<file path="config.mk">
export PLATFORM = sky130hd
export DESIGN_NAME = ps2_frame_ctrl
export DESIGN_NICKNAME = d
export VERILOG_FILES = /design/src/rtl/ps2_frame_ctrl.sv
export SDC_FILE = /design/constraint.sdc
export NUM_CORES = 1
export LEC_CHECK = 0
export BUFFER_PORTS_ARGS = -buffer_cell sky130_fd_sc_hd__buf_2
export CAP_MARGIN = 20
export CORE_ASPECT_RATIO = 0.8
export CORE_UTILIZATION = 45
export CTS_CLUSTER_SIZE = 20
export DETAILED_ROUTE_END_ITERATION = 8
export PLACE_DENSITY_LB_ADDON = 0.12
export SKIP_CTS_REPAIR_TIMING = 1
export SYNTH_ARGS = -nofsm -noshare
export SYNTH_HDL_FRONTEND = slang
export SYNTH_SLANG_ARGS = --single-unit
</file>
<file path="constraint.sdc">
create_clock -name clk -period 2.6 [get_ports clk]
set_input_delay 0.52 -clock clk [delete_from_list [all_inputs] [get_ports clk]]
set_output_delay 0.52 -clock clk [all_outputs]
set_load 0.01 [all_outputs]
</file>
<file path="src/rtl/ps2_frame_ctrl.sv">
// ps2_frame_ctrl: PS/2 receive controller with frame checking, E0/F0 prefix
// folding into key events, watchdog abort and a small FWFT event FIFO.
// Ports: clk, rst (sync, active-high); ps2c/ps2d async pins;
// ev_valid/ev_ready/ev_code/ev_break/ev_ext event handshake;
// frame_err (1-cycle pulse), overflow (sticky), busy (FSM not idle).
module ps2_frame_ctrl #(
  parameter int unsigned TIMEOUT_CYC = 5000,
  parameter int unsigned FIFO_AW     = 2
) (
  input  logic       clk,
  input  logic       rst,
  input  logic       ps2c,
  input  logic       ps2d,
  output logic       ev_valid,
  input  logic       ev_ready,
  output logic [7:0] ev_code,
  output logic       ev_break,
  output logic       ev_ext,
  output logic       frame_err,
  output logic       overflow,
  output logic       busy
);

  localparam int unsigned DEPTH = 1 << FIFO_AW;
  localparam int unsigned CW    = FIFO_AW + 1;
  localparam int unsigned WD_W  = $clog2(TIMEOUT_CYC + 1);

  typedef enum logic [2:0] {
    S_IDLE,
    S_DATA,
    S_PARITY,
    S_STOP,
    S_DECODE
  } state_e;

  logic c_s1_q, c_s2_q, c_prev_q;
  logic d_s1_q, d_s2_q;
  logic fe, din;

  state_e            state_q, state_d;
  logic [2:0]        bit_cnt_q, bit_cnt_d;
  logic [7:0]        shift_q, shift_d;
  logic              par_q, par_d;
  logic [WD_W-1:0]   wdog_q, wdog_d;
  logic              ext_q, ext_d;
  logic              brk_q, brk_d;
  logic              err_q, err_d;
  logic              busy_q, busy_d;
  logic              ovf_q, ovf_d;
  logic              push;
  logic              in_frame;

  logic [9:0]        mem_q [DEPTH];
  logic [FIFO_AW-1:0] wr_ptr_q, wr_ptr_d;
  logic [FIFO_AW-1:0] rd_ptr_q, rd_ptr_d;
  logic [CW-1:0]     cnt_q, cnt_d;
  logic              full, pop, wr_en;
  logic [9:0]        head;

  // Sync stages idle high so reset never fakes a falling edge.
  always_ff @(posedge clk) begin
    if (rst) begin
      c_s1_q   <= 1'b1;
      c_s2_q   <= 1'b1;
      c_prev_q <= 1'b1;
      d_s1_q   <= 1'b1;
      d_s2_q   <= 1'b1;
    end else begin
      c_s1_q   <= ps2c;
      c_s2_q   <= c_s1_q;
      c_prev_q <= c_s2_q;
      d_s1_q   <= ps2d;
      d_s2_q   <= d_s1_q;
    end
  end

  assign fe  = c_prev_q & ~c_s2_q;
  assign din = d_s2_q;

  assign in_frame = (state_q == S_DATA) ||
                    (state_q == S_PARITY) ||
                    (state_q == S_STOP);

  always_comb begin
    state_d   = state_q;
    bit_cnt_d = bit_cnt_q;
    shift_d   = shift_q;
    par_d     = par_q;
    wdog_d    = '0;
    ext_d     = ext_q;
    brk_d     = brk_q;
    err_d     = 1'b0;
    push      = 1'b0;

    if (in_frame) begin
      wdog_d = fe ? '0 : wdog_q + WD_W'(1);
    end

    unique case (state_q)
      S_IDLE: begin
        if (fe) begin
          if (!din) begin
            state_d   = S_DATA;
            bit_cnt_d = '0;
          end else begin
            err_d = 1'b1;
          end
        end
      end
      S_DATA: begin
        if (fe) begin
          shift_d   = {din, shift_q[7:1]};
          bit_cnt_d = bit_cnt_q + 3'd1;
          if (bit_cnt_q == 3'd7) state_d = S_PARITY;
        end
      end
      S_PARITY: begin
        if (fe) begin
          par_d   = din;
          state_d = S_STOP;
        end
      end
      S_STOP: begin
        if (fe) begin
          if (din && (^{shift_q, par_q})) begin
            state_d = S_DECODE;
          end else begin
            err_d   = 1'b1;
            state_d = S_IDLE;
          end
        end
      end
      S_DECODE: begin
        state_d = S_IDLE;
        if (shift_q == 8'hE0) begin
          ext_d = 1'b1;
        end else if (shift_q == 8'hF0) begin
          brk_d = 1'b1;
        end else begin
          push  = 1'b1;
          ext_d = 1'b0;
          brk_d = 1'b0;
        end
      end
      default: state_d = S_IDLE;
    endcase

    // An edge in the same cycle keeps the frame alive.
    if (in_frame && !fe && wdog_q == WD_W'(TIMEOUT_CYC)) begin
      state_d = S_IDLE;
      err_d   = 1'b1;
      ext_d   = 1'b0;
      brk_d   = 1'b0;
      wdog_d  = '0;
    end

    busy_d = (state_d != S_IDLE);
  end

  // FIFO: a pop in the same cycle frees the slot for a push when full.
  always_comb begin
    full     = (cnt_q == CW'(DEPTH));
    pop      = ev_valid & ev_ready;
    wr_en    = push & (~full | pop);
    wr_ptr_d = wr_en ? wr_ptr_q + FIFO_AW'(1) : wr_ptr_q;
    rd_ptr_d = pop ? rd_ptr_q + FIFO_AW'(1) : rd_ptr_q;
    cnt_d    = cnt_q + CW'(wr_en) - CW'(pop);
    ovf_d    = ovf_q | (push & full & ~pop);
  end

  always_ff @(posedge clk) begin
    if (rst) begin
      state_q   <= S_IDLE;
      bit_cnt_q <= '0;
      shift_q   <= '0;
      par_q     <= 1'b0;
      wdog_q    <= '0;
      ext_q     <= 1'b0;
      brk_q     <= 1'b0;
      err_q     <= 1'b0;
      busy_q    <= 1'b0;
      ovf_q     <= 1'b0;
      wr_ptr_q  <= '0;
      rd_ptr_q  <= '0;
      cnt_q     <= '0;
    end else begin
      state_q   <= state_d;
      bit_cnt_q <= bit_cnt_d;
      shift_q   <= shift_d;
      par_q     <= par_d;
      wdog_q    <= wdog_d;
      ext_q     <= ext_d;
      brk_q     <= brk_d;
      err_q     <= err_d;
      busy_q    <= busy_d;
      ovf_q     <= ovf_d;
      wr_ptr_q  <= wr_ptr_d;
      rd_ptr_q  <= rd_ptr_d;
      cnt_q     <= cnt_d;
    end
  end

  always_ff @(posedge clk) begin
    if (wr_en) mem_q[wr_ptr_q] <= {ext_q, brk_q, shift_q};
  end

  // Storage is not reset, so the head is masked while empty.
  assign head      = mem_q[rd_ptr_q];
  assign ev_valid  = (cnt_q != '0);
  assign ev_code   = ev_valid ? head[7:0] : 8'h00;
  assign ev_break  = ev_valid & head[8];
  assign ev_ext    = ev_valid & head[9];
  assign frame_err = err_q;
  assign overflow  = ovf_q;
  assign busy      = busy_q;

endmodule

</file>
# Word level (Yosys, flattened, before mapping)
# Memories as Yosys holds them, arrays and structs flattened. A register that Yosys moved wholly into a read port is not among the register bits.
# Index checks and enable logic that the tools add are counted.
# word_totals
memories	1
input_bits	5
regBits	45
ramBits	40
# mem_list
memory	depth	word_bits	read_ports	rd_ports_with_merged_regs	wr	line	source
mem_q	4	10	1	1	1	53	logic [9:0] mem_q [DEPTH];
# classes
mux	30
n_addsub	6
n_eq_ne	13
n_reduce_logical	18
bitwise_logic	14
# op_table
operator	n
$mux 3	11
$eq 8x8->1 const B	2
$add 13x1->13 const B	1
$eq 13x13->1 const B	1
$mux 1	13
$pmux 3 s4	1
$eq 3x3->1 const B	3
$reduce_xor 9->1	1
$mux 8	1
$ne 2x2->1 const B	4
$reduce_and 2->1	4
$and 1x1->1	7
$eq 3x2->1 const B	2
$pmux 3 s2	1
$reduce_bool 3->1	2
$not 1->1	5
$add 2x1->2 const B	2
$mux 2	2
$reduce_and 4->1	1
$reduce_or 4->1	1
$add 3x1->3	1
$add 3x1->3 const B	1
$eq 3x1->1 const B	1
$logic_and 1x1->1	3
8 further kinds	10

# Longest topological paths before layout
# depth
depth_word	7
mapped_depth	11
ltp_nobuf	11

# Worst setup path after synthesis
# OpenSTA, ideal clock, no wires.
# synth_path
path_type	reg2reg
start	register state_q[1]
end	register cnt_q[2]
path_slack_ns	0.186
n_path_buf	0
stages_incl_launch_ff	12
synth_period_minus_slack_ns	2.414
arrival_ns	2.287
cell_sequence	dfxtp_1 -> or3b_4 -> a211oi_2 -> inv_1 -> ha_1 -> inv_1 -> ha_1 -> inv_1 -> fa_1 -> xor2_1 -> xnor2_1 -> nor2_1
# synth_between
elab_chain_cells	5
# synth_lines
item	line	source
start: declaration	40	state_e state_q, state_d;
start signal: assignment	187	state_q <= state_d;
$eq 3x3->1	99	unique case (state_q)
$mux 1	99	
$and 1x1->1	164	wr_en = push & (~full | pop);
$add 3x1->3	167	cnt_d = cnt_q + CW'(wr_en) - CW'(pop);
$sub 3x1->3	167	
end signal: assignment	199	cnt_q <= cnt_d;
end: declaration	56	logic [CW-1:0] cnt_q, cnt_d;
# Every way passes these cells.
# A chain may end at the register's enable or synchronous reset.

# Worst setup path after layout
# layout_path
start	register state_q[2]
end	register cnt_q[2]
# Same word-level chain as after synthesis.

==> results_dict.tcl <==
set metrics [dict create \
    min_period_ns 2.36 \
    critPathMostFrequentCell "inv_1" \
    dp.cells 424 \
    core-area_um2 8020 \
    hold_class "in -> reg" \
    antenna_found_initial 0 \
    synth_seq_cells 87 \
    switchingPower_uw 830 \
    endpoint_kind "flip-flop" \
    power_mw 3.06 \
    grt_max_degree 30 \
    synth_nets 315 \
    vdd_drop_max_mv 0.355 \
    maxCapViolCount 0 \
    rows 29 \
    hold_viol 0 \
    cpPeakStageDelay_ns 0.41 \
    syn_inst 299 \
    fin_util_pct 52.5 \
    critPathLaunchType "flip-flop" \
    portBuffers 18 \
    period_share_pct 91.0 \
    worst_slew_pin_slew_ns 0.587 \
    final_common_cell "dfxtp_1" \
    grt_pass1_wl_mm 10.6 \
    drc 0 \
    cp_max_fo 3 \
    async_flop_share_pct 0 \
    dieArea_um2 8710 \
    fin_setup_tns_ns 0 \
    routabilityCongestion 0.716 \
    final_cell_mix "dfxtp_1, edfxtp_1, buf_2" \
    leakage_nw 1.47 \
    max_freq_mhz 423 \
    syn2layout_area_growth_pct 12.2 \
    synth_edf_count 40 \
    synthFlopType "dfxtp_1" \
    grt-ovfl-total 0 \
    wire_per_inst_um 14.3 \
    root_buffer "clkbuf_8" \
    drive_gt1_share_pct 24.1 \
    relSlewSlack_pct 60.9 \
    yosys_warnings 0 \
    crit_required_ns 2.83 \
    netlist_area_um2 3750 \
    diodes 0 \
    cts_tree "built" \
    p_comb_share_pct 19.0 \
    dr_total_vias 2212 \
    dp_hpwl_mm 4.31 \
    drt-total-wl_mm 6.30 \
    cts.sinks 87 \
    final_antenna_net_count 0 \
    vias_per_cell 5.03 \
    numCtsBuffers 9 \
    clkTransAtPathRegs_ns 0.09 \
    critPathTopFamily "adder cells" \
    whs_ns 0.347 \
    drt-initial-drc-count 86 \
    cellPowerDensity_nw_per_um2 727 \
    yosysSeqAreaShare_pct 57.1 \
    slew_violations 0 \
    path_cells "or3b_4 > a211oi_2 > inv_1 > ha_1 > inv_1 > ha_1 > inv_1 > fa_1 > xor2_1 > xnor2_1 > nor2_1" \
    die_w_um 104 \
    sequentialPowerShare_pct 49.0 \
    fin_cells 440 \
    die_h_um 83.7 \
    synth_cell_type_count 50 \
    pin_count 19 \
    initial_core_util_pct 46.8 \
    grt_setup_unrepaired "false" \
    pre_cts_ws_ns 0.0379 \
    final_net_count 343 \
    synth_area_per_cell_um2 12.6 \
    path_buf_inv 3 \
    path_class "reg -> reg" \
    grt_pass1_vias 2146 \
    final_area_um2 4210 \
    fillers 706 \
    power_frac_clock_pct 32.0 \
    firstDrtPassIters 4 \
    switching_share_pct 27.1 \
    grt_util_all_layers_pct 15.9 \
    placed_area_um2 4000 \
    setup_violations 0 \
    crit_slowest_cell "or3b_4" \
    clockBufferDepth 2 \
    skew_ns 0.0178 \
    fin_ws_ns 0.235 \
    p_int_mw 2.23 \
    insertion_delay_ns 0.36 \
    arrival_ns 2.60 \
    outcome "complete, no violations" \
    htreeDepth 3 \
]
-- final cells by class --
cell class | count | area [um^2] | share of cell area [%]
Clock buffer | 9 | 124 | 2.94
Clock inverter | 7 | 83.8 | 1.99
Inverter | 11 | 41.3 | 0.981
Multi-Input combinational cell | 189 | 1510 | 35.9
Sequential cell | 87 | 2140 | 50.9
Tap cell | 108 | 135 | 3.21
Timing Repair Buffer | 29 | 173 | 4.10
-- Yosys cell counts, drive strengths merged (2+ instances only) --
cell type	instances	area (um^2)
nor2b	2	12.5
nor4	4	25.0
edfxtp	40	1200
nor2	25	159
nand2	15	56.3
o21a	2	15.0
or3b	4	40.0
nand4	3	18.8
a21oi	17	85.1
nor3b	3	22.5
dfxtp	47	941
nand2b	2	12.5
nor3	3	20.0
or3	3	18.8
and4b	2	23.8
and2	17	106
a211oi	3	27.5
xnor2	11	96.3
mux2i	3	30.0
o21ai	4	20.0
inv	11	41.3
ha	10	125
buf	7	40.0
mux4	10	225
and3	3	18.8
nand3	17	85.1
xor2	8	70.1
or2	5	31.3
clkbuf	5	18.8
-- power by group through the flow --
stage | sequential (mW) | clock (mW) | combinational (mW)
after global routing | 1.51 | 1.07 | 0.646
after floorplan | 1.52 | 0 | 0.419
after CTS | 1.50 | 1.01 | 0.594
after detailed placement | 1.53 | 0 | 0.593
final | 1.50 | 0.979 | 0.580
after global placement | 1.53 | 0 | 0.588
-- final timing paths --
check,startpoint,endpoint,slack (ns),cells after the start
max,state_q[2]$_SDFF_PP0_,cnt_q[2]$_SDFF_PP0_,0.24,11
min reg2reg,c_s1_q$_SDFF_PP1_,c_s2_q$_SDFF_PP1_,0.41,1
min,ps2c,c_s1_q$_SDFF_PP1_,0.35,2
max reg2reg,state_q[2]$_SDFF_PP0_,cnt_q[2]$_SDFF_PP0_,0.24,11
-- sequential cells by signal (all words and copies together), names as in the netlist, 2 cells and up, named ones only --
| signal | cells |
|---|---|
| bit_cnt_q | 3 |
| cnt_q | 3 |
| mem_q | 40 |
| rd_ptr_q | 2 |
| shift_q | 8 |
| state_q | 3 |
| wdog_q | 13 |
| wr_ptr_q | 2 |
-- per-layer routing --
metal | vias to the layer above | share of wire (%) | global-route usage, %
met5 | - | 0 | 0
met4 | 0 | 0.56 | 5.71
met3 | 5 | 4.3 | 4.68
met2 | 43 | 43 | 23.3
met1 | 1036 | 52 | 22.5
li1 | 1128 | - | -
-- worst register-to-register path, delay by kind of cell, from the launching register on --
kind | cells | cell delay [ns]
buffers and inverters | 3 | 0.17
xor gates and xnor gates | 2 | 0.30
and+or+nand+nor | 2 | 0.46
adders and majority gates | 3 | 0.79
AOI/OAI and AO/OA | 1 | 0.20
DFF | 1 | 0.33
-- kinds of logic after synthesis --
family / share of synthesized area (%)
and+or+nand+nor: 18.3
DFF: 57.1
AOI/OAI and AO/OA: 5.27
buffers and inverters: 2.67
xor gates and xnor gates: 5.70
muxes: 7.10
adders and majority gates: 3.87
(Power assumes the default switching activity.)
